$ cat src/rtl/rx_sym_sync_if.sv
// rx_sym_sync_if: sample-in / decision-out bundle of the receive symbol synchroniser
interface rx_sym_sync_if #(
    parameter int UPSAMPLE = 4,
    parameter int IN_NBITS = 8
);
    localparam int PW = $clog2(UPSAMPLE);
    logic                enable;
    logic [IN_NBITS-1:0] rx_in;
    logic                phase_mode;
    logic [PW-1:0]       phase_manual;
    logic                rx_out;
    logic                rx_valid;
    logic [PW-1:0]       phase_sel;
    logic                locked;
    modport master (
        output enable, rx_in, phase_mode, phase_manual,
        input  rx_out, rx_valid, phase_sel, locked
    );
    modport slave (
        input  enable, rx_in, phase_mode, phase_manual,
        output rx_out, rx_valid, phase_sel, locked
    );
endinterface

$ cat src/rtl/rx_sym_sync.sv
// rx_sym_sync: picks the sampling phase with the most accumulated |x| per window and slices one bit per symbol
module rx_sym_sync #(
    parameter int UPSAMPLE = 4,
    parameter int IN_NBITS = 8,
    parameter int IN_FBITS = 7,
    parameter int ACC_LOG2 = 10
) (
    input logic         clk,
    input logic         rst,
    rx_sym_sync_if.slave bus
);
    localparam int PW        = $clog2(UPSAMPLE);
    localparam int AW        = IN_NBITS - 1;
    localparam int ACC_NBITS = AW + ACC_LOG2;
    localparam int MSB       = IN_NBITS - 1;

    if (UPSAMPLE < 2 || (UPSAMPLE & (UPSAMPLE - 1)) != 0 || IN_FBITS >= IN_NBITS || ACC_LOG2 < 1) begin : g_bad_param
        $error("rx_sym_sync: invalid parameters");
    end

    typedef enum logic [1:0] {IDLE_ACC, COMPARE, UPDATE} state_t;

    state_t               state_q, state_d;
    logic [PW-1:0]        cnt_q, cnt_d;
    logic [ACC_LOG2-1:0]  sym_cnt_q, sym_cnt_d;
    logic [ACC_NBITS-1:0] acc_q [UPSAMPLE];
    logic [ACC_NBITS-1:0] acc_d [UPSAMPLE];
    logic [ACC_NBITS-1:0] snap_q [UPSAMPLE];
    logic [ACC_NBITS-1:0] snap_d [UPSAMPLE];
    logic [ACC_NBITS-1:0] best_q, best_d;
    logic [PW-1:0]        best_idx_q, best_idx_d;
    logic [PW-1:0]        idx_q, idx_d;
    logic [PW-1:0]        phase_auto_q, phase_auto_d;
    logic [PW-1:0]        phase_sel_q, phase_sel_d;
    logic                 locked_q, locked_d;
    logic                 rx_out_q, rx_out_d;
    logic                 rx_valid_q, rx_valid_d;
    logic [IN_NBITS-1:0]  neg_x;
    logic [AW-1:0]        abs_x;
    logic                 sym_end, win_end, fire;

    // Most-negative input negates onto itself; clamp it to the largest magnitude
    assign neg_x   = -bus.rx_in;
    assign abs_x   = !bus.rx_in[MSB] ? bus.rx_in[AW-1:0] : neg_x[MSB] ? {AW{1'b1}} : neg_x[AW-1:0];
    assign sym_end = bus.enable && cnt_q == PW'(UPSAMPLE - 1);
    assign win_end = sym_end && sym_cnt_q == {ACC_LOG2{1'b1}};
    assign fire    = bus.enable && cnt_q == phase_sel_q;

    always_comb begin
        cnt_d        = bus.enable ? cnt_q + 1'b1 : cnt_q;
        sym_cnt_d    = sym_end ? sym_cnt_q + 1'b1 : sym_cnt_q;
        state_d      = state_q;
        idx_d        = idx_q;
        best_d       = best_q;
        best_idx_d   = best_idx_q;
        phase_auto_d = phase_auto_q;
        locked_d     = locked_q;
        for (int p = 0; p < UPSAMPLE; p++) begin
            acc_d[p]  = win_end ? '0 : (bus.enable && cnt_q == PW'(p)) ? acc_q[p] + ACC_NBITS'(abs_x) : acc_q[p];
            snap_d[p] = win_end ? acc_q[p] + (cnt_q == PW'(p) ? ACC_NBITS'(abs_x) : '0) : snap_q[p];
        end
        case (state_q)
            IDLE_ACC: begin
                if (win_end) begin
                    state_d    = COMPARE;
                    idx_d      = '0;
                    best_d     = '0;
                    best_idx_d = '0;
                end
            end
            COMPARE: begin
                // Strict compare keeps the lowest index on ties
                if (snap_q[idx_q] > best_q) begin
                    best_d     = snap_q[idx_q];
                    best_idx_d = idx_q;
                end
                idx_d = idx_q + 1'b1;
                if (idx_q == PW'(UPSAMPLE - 1)) state_d = UPDATE;
            end
            UPDATE: begin
                phase_auto_d = best_idx_q;
                locked_d     = 1'b1;
                state_d      = IDLE_ACC;
            end
            default: state_d = IDLE_ACC;
        endcase
        phase_sel_d = bus.phase_mode ? bus.phase_manual : phase_auto_q;
        rx_valid_d  = fire;
        rx_out_d    = fire ? ~bus.rx_in[MSB] : rx_out_q;
    end

    always_ff @(posedge clk or negedge rst) begin
        if (!rst) begin
            state_q      <= IDLE_ACC;
            cnt_q        <= '0;
            sym_cnt_q    <= '0;
            best_q       <= '0;
            best_idx_q   <= '0;
            idx_q        <= '0;
            phase_auto_q <= '0;
            phase_sel_q  <= '0;
            locked_q     <= 1'b0;
            rx_out_q     <= 1'b0;
            rx_valid_q   <= 1'b0;
            for (int p = 0; p < UPSAMPLE; p++) begin
                acc_q[p]  <= '0;
                snap_q[p] <= '0;
            end
        end else begin
            state_q      <= state_d;
            cnt_q        <= cnt_d;
            sym_cnt_q    <= sym_cnt_d;
            best_q       <= best_d;
            best_idx_q   <= best_idx_d;
            idx_q        <= idx_d;
            phase_auto_q <= phase_auto_d;
            phase_sel_q  <= phase_sel_d;
            locked_q     <= locked_d;
            rx_out_q     <= rx_out_d;
            rx_valid_q   <= rx_valid_d;
            for (int p = 0; p < UPSAMPLE; p++) begin
                acc_q[p]  <= acc_d[p];
                snap_q[p] <= snap_d[p];
            end
        end
    end

    assign bus.rx_out    = rx_out_q;
    assign bus.rx_valid  = rx_valid_q;
    assign bus.phase_sel = phase_sel_q;
    assign bus.locked    = locked_q;
endmodule

$ cat src/flat_wrapper.sv
// flat-port wrapper written by rule: the top's interface ports become plain ports
module rx_sym_sync_flat 
#(
    parameter int UPSAMPLE = 4,
    parameter int IN_NBITS = 8,
    parameter int IN_FBITS = 7,
    parameter int ACC_LOG2 = 10
)
  (clk, rst, bus_enable, bus_rx_in, bus_phase_mode, bus_phase_manual, bus_rx_out, bus_rx_valid, bus_phase_sel, bus_locked);
  rx_sym_sync_if #(.UPSAMPLE(UPSAMPLE), .IN_NBITS(IN_NBITS)) bus_i ();
  input logic clk;
  input logic rst;
  input wire logic [$bits(bus_i.enable)-1:0] bus_enable;
  input wire logic [$bits(bus_i.rx_in)-1:0] bus_rx_in;
  input wire logic [$bits(bus_i.phase_mode)-1:0] bus_phase_mode;
  input wire logic [$bits(bus_i.phase_manual)-1:0] bus_phase_manual;
  output wire logic [$bits(bus_i.rx_out)-1:0] bus_rx_out;
  output wire logic [$bits(bus_i.rx_valid)-1:0] bus_rx_valid;
  output wire logic [$bits(bus_i.phase_sel)-1:0] bus_phase_sel;
  output wire logic [$bits(bus_i.locked)-1:0] bus_locked;
  assign bus_i.enable = bus_enable;
  assign bus_i.rx_in = bus_rx_in;
  assign bus_i.phase_mode = bus_phase_mode;
  assign bus_i.phase_manual = bus_phase_manual;
  assign bus_rx_out = bus_i.rx_out;
  assign bus_rx_valid = bus_i.rx_valid;
  assign bus_phase_sel = bus_i.phase_sel;
  assign bus_locked = bus_i.locked;
  rx_sym_sync #(.UPSAMPLE(UPSAMPLE), .IN_NBITS(IN_NBITS), .IN_FBITS(IN_FBITS), .ACC_LOG2(ACC_LOG2)) u_core (.clk(clk), .rst(rst), .bus(bus_i));
endmodule
$ cat config.mk
export PLATFORM = sky130hd
export DESIGN_NAME = rx_sym_sync_flat
export DESIGN_NICKNAME = d
export VERILOG_FILES = /design/src/rtl/rx_sym_sync_if.sv /design/src/rtl/rx_sym_sync.sv /design/src/flat_wrapper.sv
export SDC_FILE = /design/constraint.sdc
export NUM_CORES = 1
export LEC_CHECK = 0
export ABC_AREA = 1
export BUFFER_PORTS_ARGS = -buffer_cell sky130_fd_sc_hd__buf_2
export CORE_MARGIN = 2
export CORE_UTILIZATION = 30
export DETAILED_ROUTE_END_ITERATION = 6
export PLACE_DENSITY = 0.56
export SETUP_SLACK_MARGIN = 0.1
export SYNTH_ARGS = -nofsm -noshare
export SYNTH_HDL_FRONTEND = slang
export SYNTH_SLANG_ARGS = --single-unit
export TNS_END_PERCENT = 1
$ cat constraint.sdc
create_clock -name clk -period 3.31 [get_ports clk]
set_input_delay 0.331 -clock clk [delete_from_list [all_inputs] [get_ports clk]]
set_output_delay 0.331 -clock clk [all_outputs]
set_load 0.02 [all_outputs]
==> impl_metrics.json, run 1 <==
{
  "placed_cells": 2147,
  "ys_warn_count": 0,
  "drt-wirelength-per-cell_um": 14.4,
  "final_nets": 1759,
  "drtIter0Drc": 697,
  "crit_cells": 17,
  "cellPowerDensity_mw_per_mm2": 684,
  "reg2reg_slack_ns": 0.43,
  "drt_pass1_iterations": 5,
  "r2r_end": "u_core.best_q[9]$_DFFE_PN0P_",
  "grt_pass1_wl_um": 52200,
  "synthAdderAreaFrac_pct": 10.6,
  "required_ns": 3.64,
  "crit_buf_inv": 2,
  "start_util_pct": 30.6,
  "arrival_ns": 3.21,
  "fp.dieW_um": 203,
  "critPathLaunchType": "flip-flop",
  "clk_pin_slew_ns": 0.08,
  "core-area_sq_mm": 0.0389,
  "dieArea_sq_mm": 0.0413,
  "ios": 19,
  "row_count": 72,
  "slowest_delay_ns": 0.39,
  "slew_violations": 0,
  "rsz0062_at_grt": "false",
  "antenna_found_initial": 1,
  "synthMuxAreaShare_pct": 0,
  "final_util_pct": 34.3,
  "gr-max-usage-layer": "met2",
  "max_freq_mhz": 347,
  "setup_violations": 0,
  "track_usage_pct": 15.8,
  "p_leak_nw": 6.90,
  "synth-simple-area-share_pct": 27.2,
  "ctsResizeCount": 0,
  "cp_top_family": "simple AND/OR/NAND/NOR gates",
  "routed-via-count": 10500,
  "worstHoldStart": "bus_rx_in[7]",
  "viasPerCell": 4.82,
  "grt_max_degree": 79,
  "diodes": 0,
  "antenna_left": 0,
  "syn_area_per_cell_sq_um": 7.34,
  "cts_buffers": 17,
  "place_hpwl_um": 23200,
  "layout.cells.non_filler": 2180,
  "layout-drive-gt1-share_pct": 6.38,
  "syn_nets": 1733,
  "grtUsageMet3_pct": 2.35,
  "totalWireLength_um": 31500,
  "ys_ff_latch": 178,
  "synthToLayoutAreaGrowth_pct": 12.0,
  "cts_tree": "done",
  "holdPathStages": 2,
  "crit_path_frequent_cell": "nand2_1",
  "port_buffers": 18,
  "reg2regPathDepth": 17,
  "ir_drop_uv": 382,
  "clk_latency_ns": 0.44,
  "gp_congestion": 0.861,
  "grt.overflow.total": 0,
  "yosysSeqAreaShare_pct": 37.4,
  "synthCells": 1623,
  "r2r_start": "u_core.idx_q[0]$_DFFE_PN0P_",
  "final_common_cell": "nand2_1",
  "period_needed_ns": 2.88,
  "hp-class": "in2reg",
  "max-clock-path-buffers": 2,
  "grt_util_met2_pct": 24.1,
  "fin_crit_sh_pct": 87.1,
  "synth_area_sq_mm": 0.0119,
  "synth_top_family_by_area": "simple AND/OR/NAND/NOR gates",
  "status": "finished, final reports clean",
  "gr-usage-met1_pct": 22.7,
  "ys_types": 41,
  "final_cell_mix": "407 x nand2_1, 206 x inv_1, 178 x dfrtp_1",
  "htree_num_levels": 4,
  "hold_viol": 0,
  "synth_compound_area_share_pct": 13.0,
  "synthXorXnorAreaFrac_pct": 3.31,
  "drv_cap": 0,
  "finalSetupTns_ns": 0,
  "clock_skew_ns": 0.0128,
  "criticalPathCategory": "reg2reg",
  "drc": 0,
  "crit_slowest_cell": "dfrtp_1",
  "grt_pass1_vias": 10000,
  "root_buffer": "clkbuf_16",
  "cp_max_fo": 19,
  "worstMarginPinSlew_ns": 1.03,
  "whs_ns": 0.230,
  "hold_end": "u_core.bus.rx_out$_DFFE_PN0P_",
  "clkSinkCount": 178,
  "end_kind": "flip-flop",
  "critical_path.cell_chain": "inv_2 -> buf_4 -> a21oi_1 -> o21ai_0 -> nand2_1 -> ha_1 -> nand2_1 -> nor2_1 -> nand3_1 -> nor2_1 -> nor2_1 -> nand2_1 -> nand2_1 -> nand2_2 -> nand2_4 -> nand2_1 -> nand2_1",
  "die_h_um": 203,
  "relSlewSlack_pct": 30.8
}
## report_power, final
group	switching, mW	total [mW]	internal [mW]
Sequential	0.474	3.06	2.59
Clock	0.953	2.23	1.28
Combinational	2.47	3.83	1.36
## through the flow
step | worst slack (ns) | cell area (sq um) | power, mW
finish | 0.428 | 13300 | 9.12
global route | 0.146 | 13300 | 9.90
CTS | 0.399 | 13300 | 9.15
detailed placement | 0.104 | 12700 | 6.87
global placement | 0.141 | 12700 | 6.82
floorplan | 0.429 | 11900 | 5.84
## state kept, by name, summed over array words and instances, names as in the netlist
register              count
u_core.best_idx_q         2
u_core.cnt_q              2
u_core.sym_cnt_q         10
u_core.idx_q              2
u_core.phase_auto_q       2
u_core.state_q            2
u_core.snap_q            68
u_core.bus.rx_out         1
u_core.acc_q             68
u_core.bus.rx_valid       1
u_core.best_q            17
u_core.bus.phase_sel      2
u_core.bus.locked         1
## cell usage after synthesis (all sizes together)
cell    number  area (sq um)
o22ai        6          37.5
buf         30           168
nor2       168           636
clkbuf      14          53.8
dfrtp      178          4450
nand3      134           708
fa           8           160
a22o         1          8.76
o21bai       7          52.6
nand2      417          1630
nand3b       1          7.51
o31ai        2          15.0
a21boi       2          15.0
a21oi       88           452
o211ai       6          45.0
or2          4          25.0
xnor2       19           166
a21o         7          52.6
ha          88          1100
inv        209           785
o21ai      144           721
a31oi       19           119
nor3        26           146
a22oi        3          22.5
a32o         1          10.0
nand4       15          93.8
xor2        26           228
## layout make-up
class,count,area [sq um]
Clock buffer,18,429
Timing Repair Buffer,51,374
Clock inverter,14,203
Tap cell,518,648
Fill cell,4201,25600
Sequential cell,178,4450
Multi-Input combinational cell,1192,6450
Inverter,209,785
## how the worst max path moves through the flow
| stage | slack (ns) | end | start |
|---|---|---|---|
| detailed placement | 0.10 | u_core.acc_q[13]$_DFFE_PN0P_ | bus_rx_in[0] |
| finish | 0.43 | u_core.best_q[9]$_DFFE_PN0P_ | u_core.idx_q[0]$_DFFE_PN0P_ |
| CTS | 0.40 | u_core.best_q[9]$_DFFE_PN0P_ | u_core.idx_q[0]$_DFFE_PN0P_ |
| floorplan | 0.43 | u_core.snap_q[48]$_DFFE_PN0P_ | bus_rx_in[3] |
| global route | 0.15 | u_core.best_q[15]$_DFFE_PN0P_ | u_core.idx_q[0]$_DFFE_PN0P_ |
| global placement | 0.14 | u_core.acc_q[63]$_DFFE_PN0P_ | bus_rx_in[3] |
## logic make-up after synthesis
group	count (synthesis)
buf+inv	253
xor+xnor	45
simple gates	765
compound gates	286
fa+ha+maj	96
flops	178
## metal layers
layer / vias up / part of all wire (%)
met5: - / 0
met4: 0 / 2.8
met3: 49 / 4.5
met2: 205 / 43
met1: 4925 / 49
li1: 5339 / -
## timing repair
item | in CTS | in global routing
endpoints found under the hold margin | 74 | 0
buffers inserted | 0 | 0
hold buffers | 1 | 0
No activity file was read; power rests on OpenSTA's default activity.
==> run 2, diff against run 1 <==
Settings changed: CTS_BUF_LIST set to sky130_fd_sc_hd__clkbuf_4 sky130_fd_sc_hd__clkbuf_8 sky130_fd_sc_hd__clkbuf_16.
==> impl_metrics.json, run 2 (synthesis results as in run 1) <==
{
  "status": "finished, final reports clean",
  "ios": 19,
  "drt-wirelength-per-cell_um": 14.4,
  "r2r_end": "u_core.best_q[9]$_DFFE_PN0P_",
  "ctsResizeCount": 0,
  "critPathLaunchType": "flip-flop",
  "clock_skew_ns": 0.0131,
  "comb_power_share_pct": 41.9,
  "reg2regPathDepth": 17,
  "place_hpwl_um": 23200,
  "critical_path.cell_chain": "inv_2 -> buf_4 -> a21oi_1 -> o21ai_0 -> nand2_1 -> ha_1 -> nand2_1 -> nor2_1 -> nand3_1 -> nor2_1 -> nor2_1 -> nand2_1 -> nand2_1 -> nand2_2 -> nand2_4 -> nand2_1 -> nand2_1",
  "clk_pin_slew_ns": 0.08,
  "p_sw_share_pct": 42.7,
  "die_h_um": 203,
  "routed-via-count": 10500,
  "setup_violations": 0,
  "end_kind": "flip-flop",
  "totalWireLength_um": 31400,
  "layout-drive-gt1-share_pct": 6.44,
  "criticalPathCategory": "reg2reg",
  "max_freq_mhz": 347,
  "crit_buf_inv": 2,
  "relSlewSlack_pct": 29.0,
  "hold_viol": 0,
  "port_buffers": 18,
  "clk_latency_ns": 0.45,
  "place_area_sq_mm": 0.0127,
  "finalSetupTns_ns": 0,
  "grt_util_met2_pct": 24.1,
  "crit_path_frequent_cell": "nand2_1",
  "root_buffer": "clkbuf_16",
  "grtUsageMet3_pct": 2.35,
  "rsz0062_at_grt": "false",
  "dieArea_sq_mm": 0.0413,
  "antenna_found_initial": 1,
  "fp.dieW_um": 203,
  "gr-max-usage-layer": "met2",
  "drtIter0Drc": 712,
  "reg2reg_slack_ns": 0.43,
  "p_sw_mw": 3.90,
  "required_ns": 3.64,
  "grt_pass1_vias": 10000,
  "hp-class": "in2reg",
  "start_util_pct": 30.6,
  "slew_violations": 0,
  "seqPwrFrac_pct": 33.5,
  "r2r_start": "u_core.idx_q[0]$_DFFE_PN0P_",
  "ir_drop_uv": 382,
  "grt_max_degree": 79,
  "post_cts_buffers": 0,
  "period_needed_ns": 2.88,
  "viasPerCell": 4.82,
  "antenna_left": 0,
  "diodes": 0,
  "final_common_cell": "nand2_1",
  "reg_top3": "u_core.acc_q: 68 flops, u_core.snap_q: 68 flops, u_core.best_q: 17 flops",
  "drc": 0,
  "drt_pass1_iterations": 5,
  "cellPowerDensity_mw_per_mm2": 684,
  "core-area_sq_mm": 0.0389,
  "drv_cap": 0,
  "slowest_delay_ns": 0.39,
  "final_nets": 1759,
  "cts_tree": "done",
  "final_cell_mix": "407 x nand2_1, 206 x inv_1, 178 x dfrtp_1",
  "max-clock-path-buffers": 2,
  "gr-usage-met1_pct": 22.7,
  "htree_num_levels": 4,
  "grt_pass1_wl_um": 52200,
  "arrival_ns": 3.21,
  "critPathCapture": "u_core.best_q[9]$_DFFE_PN0P_",
  "p_leak_nw": 6.90,
  "crit_slowest_cell": "dfrtp_1",
  "cp-startpoint": "u_core.idx_q[0]$_DFFE_PN0P_",
  "clkSinkCount": 178,
  "pwr-share-clk_pct": 24.6,
  "cp_max_fo": 19,
  "row_count": 72,
  "gp_congestion": 0.861,
  "worstMarginPinSlew_ns": 1.05,
  "stdcell_area_sq_mm": 0.0133,
  "cp_top_family": "simple AND/OR/NAND/NOR gates",
  "track_usage_pct": 15.8,
  "grt.overflow.total": 0,
  "fin_crit_sh_pct": 87.1,
  "p_int_mw": 5.23,
  "cts_buffers": 17,
  "crit_cells": 17,
  "synthToLayoutAreaGrowth_pct": 12.1
}
[run 2: changes by cell type in the layout (fill, tap and decap cells not counted)]
| cell | change |
|---|---|
| clkbuf_1 | -1 |
| clkbuf_4 | +1 |
[run 2: how the worst min path moves through the flow]
stage | from | to | slack [ns] | cells past startpoint
floorplan | rst | u_core.acc_q[0]$_DFFE_PN0P_ | 0.04 | 0
global placement | rst | u_core.bus.phase_sel[0]$_DFF_PN0_ | 0.43 | 1
detailed placement | rst | u_core.bus.phase_sel[0]$_DFF_PN0_ | 0.43 | 1
CTS | bus_rx_in[7] | u_core.bus.rx_out$_DFFE_PN0P_ | 0.21 | 2
global route | bus_enable | u_core.cnt_q[0]$_DFFE_PN0P_ | 0.25 | 2
finish | bus_rx_in[7] | u_core.bus.rx_out$_DFFE_PN0P_ | 0.23 | 2
[run 2: cell type report]
class	instances	area, sq um
sequential	178	4450
timing repair buffer	51	374
fill	4202	25600
multi-input combinational	1192	6450
tap	518	648
clock inverter	14	203
inverter	209	785
clock buffer	18	433
[run 2: what timing repair did]
item                                    in CTS  in global routing
hold buffers                                 1                  0
hold endpoints to repair                    74                  0
endpoints found under the setup margin       0                  0
[run 2: routing by layer]
layer	up-vias	routed length, um
met1	4912	15500
li1	5331	-
met5	-	0
met4	0	902
met2	208	13600
met3	48	1500
[run 2: through the flow]
step | cells | worst slack (ns) | hold slack, ns | total power [mW] | util (%)
3_5_place_dp | 2147 | 0.104 | 0.428 | 6.87 | 32.6
2_1_floorplan | 1623 | 0.429 | 0.0354 | 5.84 | -
4_1_cts | 2180 | 0.399 | 0.212 | 9.16 | 34.3
3_3_place_gp | 2147 | 0.141 | 0.435 | 6.82 | 32.6
5_1_grt | 2180 | 0.146 | 0.250 | 9.91 | 34.3
6_report | 2180 | 0.428 | 0.231 | 9.13 | 34.3
[run 2: worst reg2reg max path, cell delays in order (launching register included)]
cell     delay, ns
dfrtp_1       0.39
inv_2         0.27
buf_4         0.28
a21oi_1       0.09
o21ai_0       0.18
nand2_1       0.13
ha_1          0.32
nand2_1       0.05
nor2_1        0.13
nand3_1       0.09
nor2_1        0.09
nor2_1        0.05
nand2_1       0.08
nand2_1       0.07
nand2_2       0.18
nand2_4       0.20
nand2_1       0.12
nand2_1       0.06
[run 2: power by group through the flow]
stage | sequential, mW | clock (mW) | combinational [mW]
floorplan | 2.92 | 0 | 2.92
global placement | 3.09 | 0 | 3.73
detailed placement | 3.10 | 0 | 3.78
CTS | 3.06 | 2.29 | 3.81
global route | 3.13 | 2.38 | 4.40
finish | 3.06 | 2.24 | 3.83
==> run 3, diff against run 2 <==
Settings changed: CORE_UTILIZATION 30 to 60, HOLD_SLACK_MARGIN set to 0.1, PLACE_DENSITY 0.56 to 0.77.
==> impl_metrics.json, run 3 (synthesis results as in run 1) <==
{
  "core-area_sq_mm": 0.0195,
  "rsz0062_at_grt": "true",
  "drt_pass1_iterations": 5,
  "final_util_pct": 66.8,
  "htree_num_levels": 4,
  "status": "finished, final reports clean",
  "end_kind": "flip-flop",
  "seq_area_sq_mm": 0.00445,
  "port_buffers": 18,
  "post_cts_buffers": 0,
  "clk_latency_ns": 0.44,
  "hp-class": "in2reg",
  "hold_viol": 0,
  "finalSetupTns_ns": 0,
  "grt_pass1_wl_um": 49200,
  "comb_power_share_pct": 42.0,
  "drtIter0Drc": 737,
  "worstMarginPinSlew_ns": 0.710,
  "pwr-share-clk_pct": 24.6,
  "row_count": 51,
  "gp_congestion": 0.906,
  "ios": 19,
  "setup_violations": 0,
  "dieArea_sq_mm": 0.0210,
  "critPathLaunchType": "input pin",
  "antenna_found_initial": 0,
  "cellPowerDensity_mw_per_mm2": 702,
  "synthToLayoutAreaGrowth_pct": 9.11,
  "clock_skew_ns": 0.00978,
  "diodes": 0,
  "cts_buffers": 17,
  "clk_pin_slew_ns": 0.07,
  "root_buffer": "clkbuf_16",
  "cp_top_family": "simple AND/OR/NAND/NOR gates",
  "critical_path.cell_chain": "buf_2 -> nor2_1 -> nand4_1 -> nor2_1 -> inv_1 -> nand2_1 -> nand2_1 -> inv_1 -> ha_1 -> inv_1 -> fa_1 -> o21ai_0 -> nand3_1 -> nand2_1 -> nand2_1 -> inv_1 -> nand3_1 -> nand3_1 -> nand2_1",
  "cp_max_fo": 8,
  "crit_path_frequent_cell": "nand2_1",
  "worstHoldStart": "bus_phase_manual[0]",
  "seqPwrFrac_pct": 33.4,
  "multi_input_area_sq_mm": 0.00645,
  "period_needed_ns": 2.88,
  "slowest_delay_ns": 0.41,
  "crit_slowest_cell": "fa_1",
  "relSlewSlack_pct": 52.6,
  "fin_ws_ns": 0.430,
  "grt.overflow.total": 0,
  "r2r_start": "u_core.idx_q[0]$_DFFE_PN0P_",
  "wl_met3_um": 2020,
  "routed-via-count": 10700,
  "slew_violations": 0,
  "route.met2.wl_um": 13400,
  "crit_cells": 19,
  "track_usage_pct": 30.1,
  "max_freq_mhz": 347,
  "criticalPathCategory": "in2reg",
  "required_ns": 3.64,
  "p_sw_mw": 3.89,
  "die_h_um": 145,
  "p_sw_share_pct": 42.7,
  "stdcell_area_sq_mm": 0.0130,
  "wl_met1_um": 13500,
  "reg2regPathDepth": 17,
  "cts_tree": "done",
  "holdPathStages": 3,
  "final_common_cell": "nand2_1",
  "crit_buf_inv": 5,
  "drc": 0,
  "start_util_pct": 61.2,
  "place_hpwl_um": 21800,
  "fin_crit_sh_pct": 87.0,
  "pre_cts_ws_ns": 0.0302,
  "final_cell_mix": "407 x nand2_1, 206 x inv_1, 178 x dfrtp_1",
  "totalWireLength_um": 29700,
  "hold_end": "u_core.bus.phase_sel[0]$_DFF_PN0_",
  "layout-drive-gt1-share_pct": 6.04,
  "max-clock-path-buffers": 2,
  "arrival_ns": 3.21,
  "clkSinkCount": 178,
  "final_nets": 1752,
  "fp.dieW_um": 145,
  "nFillCells": 1627,
  "grt_pass1_vias": 10100,
  "place_area_sq_mm": 0.0123,
  "drv_cap": 0,
  "viasPerCell": 5.55,
  "reg2reg_slack_ns": 0.48,
  "antenna_left": 0,
  "p_int_mw": 5.23,
  "reg_top3": "u_core.acc_q: 68 flops, u_core.snap_q: 68 flops, u_core.best_q: 17 flops",
  "drt-wirelength-per-cell_um": 15.5,
  "p_leak_nw": 6.87,
  "grt_max_degree": 66,
  "r2r_end": "u_core.best_q[7]$_DFFE_PN0P_",
  "routed.top_layer": "met4",
  "ir_drop_uv": 441
}
run 3: how the worst max path moves through the flow:
stage | start | end
4_1_cts | bus_rx_in[3] | u_core.snap_q[14]$_DFFE_PN0P_
3_5_place_dp | bus_rx_in[3] | u_core.snap_q[31]$_DFFE_PN0P_
3_3_place_gp | bus_rx_in[3] | u_core.snap_q[14]$_DFFE_PN0P_
5_1_grt | bus_rx_in[3] | u_core.snap_q[14]$_DFFE_PN0P_
2_1_floorplan | bus_rx_in[3] | u_core.snap_q[48]$_DFFE_PN0P_
6_report | bus_rx_in[3] | u_core.snap_q[14]$_DFFE_PN0P_
run 3: power by group through the flow:
| stage | Clock (mW) | Combinational [mW] | Sequential (mW) |
|---|---|---|---|
| after floorplan | 0 | 2.92 | 2.92 |
| after global placement | 0 | 3.63 | 3.06 |
| after detailed placement | 0 | 3.74 | 3.07 |
| after CTS | 2.26 | 3.79 | 3.03 |
| after global routing | 2.34 | 4.36 | 3.10 |
| final | 2.24 | 3.83 | 3.05 |
run 3: layer usage:
layer,vias up,global-route usage (%)
met5,-,0
met4,0,10.0
met3,57,6.98
met2,319,47.6
met1,4971,40.9
li1,5313,-
run 3: timing repair:
action,CTS,global route
setup endpoints to repair,0,3
resized for setup,0,0
hold endpoints to repair,62,0
hold buffers,1,0
run 3: final cells by class:
class	count	area share (%)
timing repair buffer	44	2.55
sequential	178	34.3
multi-input combinational	1192	49.6
clock buffer	17	3.27
inverter	209	6.04
clock inverter	15	1.68
tap	265	2.55
run 3: metrics by stage:
stage / total power, mW / std cells / hold WS [ns]
floorplan: 5.84 / 1623 / 0.0354
global placement: 6.69 / 1887 / 0.372
detailed placement: 6.81 / 1887 / 0.377
CTS: 9.08 / 1920 / 0.101
global route: 9.80 / 1920 / 0.122
finish: 9.12 / 1920 / 0.101
run 3: worst reg2reg max path: stages, from the launching register on:
cell	delay (ns)
dfrtp_1	0.39
inv_2	0.31
buf_12	0.21
a21oi_1	0.08
o21ai_0	0.16
nand2_1	0.11
ha_1	0.32
nand2_1	0.08
nor2_1	0.17
nand3_1	0.10
nor2_1	0.09
nor2_1	0.05
nand2_1	0.07
nand2_1	0.07
nand2_2	0.13
buf_4	0.23
nand3_1	0.11
nand2_1	0.09
